File: src/rtl/xor_accum_pkg.sv
// xor_accum_pkg: mode and state encodings shared by the xor_accum block
package xor_accum_pkg;
  localparam logic MODE_PAIR  = 1'b0;
  localparam logic MODE_BLOCK = 1'b1;
  typedef enum logic {IDLE = 1'b0, ACCUM = 1'b1} state_t;
endpackage

File: src/rtl/xor_accum_xor_n.sv
// xor_n: WIDTH-wide bitwise XOR array built from the 1-bit Xor cell
module Xor (
  input  logic i_a,
  input  logic i_b,
  output logic o_y
);
  assign o_y = i_a ^ i_b;
endmodule

module xor_n #(
  parameter int WIDTH = 16
) (
  input  logic [WIDTH-1:0] i_a,
  input  logic [WIDTH-1:0] i_b,
  output logic [WIDTH-1:0] o_y
);
  for (genvar i = 0; i < WIDTH; i++) begin : g_bit
    Xor u_cell (.i_a(i_a[i]), .i_b(i_b[i]), .o_y(o_y[i]));
  end
endmodule

File: src/rtl/xor_accum.sv
// xor_accum: registered pairwise XOR or running XOR checksum over fixed-length blocks
module xor_accum
  import xor_accum_pkg::*;
#(
  parameter int WIDTH = 16,
  parameter int BLOCK_LEN = 8,
  localparam int CNT_W = $clog2(BLOCK_LEN + 1)
) (
  input  logic             clk,
  input  logic             reset,
  input  logic             mode,
  input  logic             inValid,
  input  logic [WIDTH-1:0] inA,
  input  logic [WIDTH-1:0] inB,
  input  logic             flush,
  output logic [WIDTH-1:0] out,
  output logic             parity,
  output logic             outValid,
  output logic [CNT_W-1:0] count,
  output logic             busy
);
  state_t           r_state, w_state_n;
  logic [WIDTH-1:0] r_acc, w_acc_n, w_acc_in, w_word, w_emit, r_out;
  logic [CNT_W-1:0] r_count, w_cnt_n, w_cnt_in;
  logic             r_out_valid, w_done, w_open;
  xor_n #(.WIDTH(WIDTH)) u_xor (.i_a(inA), .i_b(inB), .o_y(w_word));
  // In IDLE, a word finishes immediately unless it opens a multi-word block
  always_comb begin
    w_acc_in  = inValid ? r_acc ^ w_word : r_acc;
    w_cnt_in  = r_count + CNT_W'(inValid);
    w_done    = (r_state == ACCUM)
              ? (flush || (inValid && w_cnt_in == CNT_W'(BLOCK_LEN)))
              : (inValid && (mode == MODE_PAIR || BLOCK_LEN == 1 || flush));
    w_open    = (r_state == IDLE) && inValid && !w_done;
    w_emit    = (r_state == ACCUM) ? w_acc_in : w_word;
    w_state_n = w_open ? ACCUM : w_done ? IDLE : r_state;
    w_acc_n   = w_done ? '0 : w_open ? w_word : (r_state == ACCUM) ? w_acc_in : r_acc;
    w_cnt_n   = w_done ? '0 : w_open ? CNT_W'(1) : (r_state == ACCUM) ? w_cnt_in : r_count;
  end
  always_ff @(posedge clk) begin
    if (reset) r_state <= IDLE;
    else r_state <= w_state_n;
  end
  always_ff @(posedge clk) begin
    if (reset) begin
      r_acc       <= '0;
      r_count     <= '0;
      r_out       <= '0;
      r_out_valid <= 1'b0;
    end else begin
      r_acc       <= w_acc_n;
      r_count     <= w_cnt_n;
      r_out_valid <= w_done;
      if (w_done) r_out <= w_emit;
    end
  end
  assign out      = r_out;
  assign parity   = ^r_out;
  assign outValid = r_out_valid;
  assign count    = r_count;
  assign busy     = (r_state == ACCUM);
endmodule
File: config.mk
export PLATFORM = sky130hd
export DESIGN_NAME = xor_accum
export DESIGN_NICKNAME = d
export VERILOG_FILES = /design/src/rtl/xor_accum_pkg.sv /design/src/rtl/xor_accum_xor_n.sv /design/src/rtl/xor_accum.sv
export SDC_FILE = /design/constraint.sdc
export NUM_CORES = 1
export LEC_CHECK = 0
export ABC_CLOCK_PERIOD_IN_PS = 3100
export CORE_UTILIZATION = 55
export CTS_CLUSTER_SIZE = 28
export DETAILED_ROUTE_END_ITERATION = 16
export PLACE_DENSITY = 0.84
export SYNTH_ARGS = -nofsm -noshare
export SYNTH_HDL_FRONTEND = slang
export SYNTH_HIERARCHICAL = 1
export SYNTH_SLANG_ARGS = --single-unit
File: constraint.sdc
create_clock -name clk -period 3.1 [get_ports clk]
set_input_delay 0.31 -clock clk [delete_from_list [all_inputs] [get_ports clk]]
set_output_delay 0.31 -clock clk [all_outputs]
set_load 0.01 [all_outputs]
Word-level counts from Yosys, hierarchy flattened:

Cells that the tools add are included.

* flip-flop bits (word level): 38
* input bits: 37
* output and inout bits: 23

* add/subtract/negate cells: 1
* eq/ne operators: 1
* mux-type cells: 9
* bitwise operators: 19
* reductions and logical operators: 12

Operators by type and width (count)
* $mux 16: 4
* $reduce_xor 16->1: 1
* $xor 1x1->1: 16
* $xor 16x16->16: 1
* $mux 1: 5
* $add 4x1->4: 1
* $eq 4x4->1 const B: 1
* $logic_and 1x1->1: 4
* $reduce_bool 2->1: 2
* $reduce_or 3->1: 1
* $logic_or 1x1->1: 2
* $not 1->1: 2
* $reduce_or 2->1: 1
* $logic_not 1->1: 1

Logic depth before layout (Yosys ltp):

* word-level depth: 8
* depth in mapped cells: 8
* gate-level depth less buffers: 6

Hierarchy:

Netlist, hierarchy kept.

By module, submodules not included
* xor_accum: times used 1, cells an instance 286, area an instance 2476.1 um2, seq. area each 760.7 um2
* Xor: times used 16, cells an instance 1, area an instance 8.8 um2, seq. area each 0.0 um2

Worst setup path after synthesis:

Ideal clock, no wire load.

* path type: register to register
* start: register r_count[0] (netlist: count[0])
* end: register r_out[0] (netlist: out[0])
* arrival time: 1.642 ns
* required time: 2.981 ns
* path slack: 1.339 ns
* cell stages (with the launch flop): 9
* period minus slack after synthesis: 1.761 ns
* cells stage by stage: dfxtp_1 -> ha_1 -> ha_1 -> nor2_1 -> nand4_1 -> o21a_1 -> buf_6 -> buf_6 -> mux2i_1

* word-level cells in the longest chain between the ends: 5

Ends and longest elaborated chain
* from (decl): RTL line xor_accum.sv:24 `logic [CNT_W-1:0] r_count, w_cnt_n, w_cnt_in;`
* from (signal assigned): RTL line xor_accum.sv:52 `r_count <= w_cnt_n;`
* $add 4x1->4: RTL line xor_accum.sv:30 `w_cnt_in = r_count + CNT_W'(inValid);`
* via w_cnt_in[1]: RTL line xor_accum.sv:24
* $eq 4x4->1: RTL line xor_accum.sv:32 `? (flush || (inValid && w_cnt_in == CNT_W'(BLOCK_LEN)))`
* $logic_and 1x1->1: RTL line xor_accum.sv:32
* $logic_or 1x1->1: RTL line xor_accum.sv:32
* $mux 1: RTL line xor_accum.sv:32
* to (signal assigned): RTL line xor_accum.sv:54 `if (w_done) r_out <= w_emit;`
* to (decl): RTL line xor_accum.sv:23 `logic [WIDTH-1:0] r_acc, w_acc_n, w_acc_in, w_word, w_emit, r_out;`

The timed path passes the listed nets, and every way through them passes these cells.
A chain may end at the register's enable or synchronous reset.

Final worst setup path:

* start: register r_state (netlist: busy)
* end: output port busy

RTL lines
* from (decl): RTL line xor_accum.sv:22 `state_t r_state, w_state_n;`
* from (signal assigned): RTL line xor_accum.sv:42 `else r_state <= w_state_n;`
* to (decl): RTL line xor_accum.sv:20 `output logic busy`

No word-level cell between the ends.

==> summary.md <==
| Metric | Value |
|---|---|
| Worst endpoint required time | `~2.8 ns` |
| Die Wd | `~70 microns` |
| Synth-to-layout area growth | `24.6%` |
| Area of the die | `roughly 0.005 sq mm` |
| Buffers on Ports | `59` |
| CP max stage delay | `between 0.6 and 0.7 ns` |
| CTS Root Cell | `clkbuf_8` |
| Violated checks | `DRC` |
| Leakage power | `1.13 nW` |
| Hold path cells | `3` |
| Detail Route Antenna Nets | `0` |
| CTS resizes | `0` |
| Synthesis warning total | `6` |
| Final setup vio count | `0` |
| Via count | `~2500` |
| Commonest non-fill, non-tap cell in the layout | `clkdlybuf4s50_1` |
| Reg2Reg Depth | `4` |
| Post-synth cell types | `31` |
| Vias in the first global route | `around 2300` |
| Post-CTS Setup Bufs | `0` |
| Synth Instances | `302` |
| Starting Density | `between 50% and 60%` |
| Clk sinks | `38` |
| Worst Max-Slew Pin Slew | `1.05 ns` |
| Final setup TNS | `0 ns` |
| First-pass GRT wire length | `between 10 and 15 mm` |
| CP max FO | `43` |
| Synth Net Count | `about 340` |
| Routed wire length | `between 6 and 7 mm` |
| Tot Pwr | `0.00134 W` |
| CTS max path bufs | `2` |
| Clk_skew | `approximately 0.003 ns` |
| Top FF cell, synth | `dfxtp_1` |
| Slew headroom | `30.0%` |
| Crit path cell chain | `buf_4 -> clkdlybuf4s50_1` |
| PwrDens | `410 mW/mm^2` |
| Row cnt | `24` |
| Worst-path clk slew | `0.07 ns` |
| Maxcap violations | `0` |
| Syn avg cell area | `between 8 and 9 sq um` |
| Worst Hold Class | `primary input to register` |
| CP Launch Type | `register` |
| All-layer global routing usage | `roughly a quarter` |
| Critical Path Slowest Stage Cell | `dfxtp_1` |
| Worst Path Arrival | `approximately 2.0 ns` |
| Fin area | `between 0.003 and 0.004 sq mm` |
| Final hold slack | `0.437 ns` |
| TritonCTS clock tree | `done` |
| Commonest cells after routing, fill and taps aside | `58 x clkdlybuf4s50_1, 38 x dfxtp_1, 34 x a21oi_1, 32 x o21ai_0, 18 x xor2_1` |
| DRT Pass-1 Iters | `12` |
| Detail-routed net length per standard cell | `15.2 microns` |
| Register area share after synthesis | `about 29%` |
| Nets@finish | `385` |
| Ant. Diodes | `0` |
| Async S/R FF share, synth | `0%` |
| Worst VDD drop | `~0.22 mV` |
| Core area | `0.00447 sq mm` |
| DP HPWL | `just over 4 mm` |
| Ratio of cells with drive above 1 in the final layout | `8.41%` |
| Starting DRT DRC Count | `roughly 190` |
| Clk_lat worst skew | `between 0.2 and 0.3 ns` |
| Num ports | `60` |
| Synth Register Bits | `38` |
| Setup repair after global routing missed its margin | `false` |
| Outcome | `finished, violations left` |
| GP Congestion | `0.868` |
| Area leader, netlist | `dfxtp_1` |
| Total grt overflow | `0` |
| Htree depth | `2` |
| Dpl cell area | `0.00318 sq mm` |
| Post-layout util | `around 73%` |
| Post-Syn Area | `0.00262 sq mm` |
| Hold_buf cts | `0` |
| Post-synth EDFFs | `0` |
| Top-area cell type share of the netlist area | `about 29%` |
| CP Class | `register to primary output` |
| Total CTS buffers | `5` |
| Filler cell count | `approximately 370` |
| Crit path capture type | `primary output` |
| Initial antenna violation count | `0` |
| Slew Limit Fails | `0` |
| Final Hold Viols | `0` |
| Minimum clock period | `2.30 ns` |
| Largest net degree at the start of global routing | `85` |
| Number of vias per cell | `6.23` |
| Vertical die dimension | `between 70 and 80 microns` |
| Fin crit share | `approximately three quarters` |
| Post-route DRC | `5` |
| Achievable Freq | `~0.43 GHz` |
| Top cells by area, synth | `dfxtp_1 29%, a2111oi_2 9.2%, a21oi_1 6.5%` |
[cell usage after synthesis (7+ instances only)]
| master | instances |
|---|---|
| dfxtp_1 | 38 |
| and4_1 | 16 |
| buf_2 | 9 |
| o21ai_0 | 32 |
| nand2_1 | 16 |
| nand3_1 | 17 |
| nand3b_1 | 16 |
| xnor2_1 | 15 |
| a21oi_1 | 34 |
| clkbuf_1 | 14 |
| a211o_1 | 16 |
| mux2i_1 | 16 |
| xor2_1 | 18 |
| a2111oi_2 | 16 |
| nor2_1 | 7 |
[metal layers]
layer | global-route usage (%) | vias to the layer above | share of wire [%]
li1 | - | 1226 | -
met1 | 31.1 | 1169 | 44
met2 | 45.0 | 68 | 50
met3 | 4.27 | 12 | 4.6
met4 | 8.44 | 0 | 2.0
met5 | 0 | - | 0
[state kept, by name (all words and copies together) (netlist names)]
name      flops
count         4
out          16
busy          1
r_acc        16
outValid      1
[logic make-up (layout without fill, tap and decap cells)]
family | after synthesis | in the layout | synth area share (%)
compound gates | 105 | 105 | 29.2
xor+xnor | 34 | 34 | 11.7
fa+ha+maj | 2 | 2 | 0.956
buf+inv | 30 | 73 | 5.31
flops | 38 | 38 | 29.1
mux | 16 | 16 | 6.12
simple gates | 77 | 77 | 17.7
[cell type report]
class | instances | area, sq um | area share, %
well taps | 52 | 65.1 | 2.00
flip-flops and latches | 38 | 761 | 23.3
inverters | 3 | 11.3 | 0.345
multi-input cells | 234 | 1720 | 52.7
clock buffers | 6 | 82.6 | 2.53
repair buffers | 64 | 623 | 19.1
[where the power goes]
part	leakage (nW)	internal (W)	switching [W]	total [W]
logic	0.773	0.000230	0.000220	0.000450
registers	0.310	0.000517	0.0000299	0.000547
clock network	0.0431	0.000172	0.000168	0.000340
[worst max-delay path, delay by kind of cell, from the launching register on]
kind                   cells  cell delay (ns)
buffers and inverters      2             1.08
DFF                        1             0.62
[stage by stage]
| step | cells | setup slack (ns) |
|---|---|---|
| 2_1_floorplan | 302 | 1.34 |
| 3_3_place_gp | 391 | 0.848 |
| 3_5_place_dp | 391 | 0.764 |
| 4_1_cts | 397 | 0.817 |
| 5_1_grt | 397 | 0.707 |
| 6_report | 397 | 0.796 |
[final timing paths]
path                               from        to  slack [ns]
worst min register to register  out[12]   out[12]        0.49
worst min-delay path            inValid  count[3]        0.44
worst max-delay path               busy      busy        0.80
worst max register to register     busy    out[3]        0.86
No activity file was read; power rests on OpenSTA's default activity.
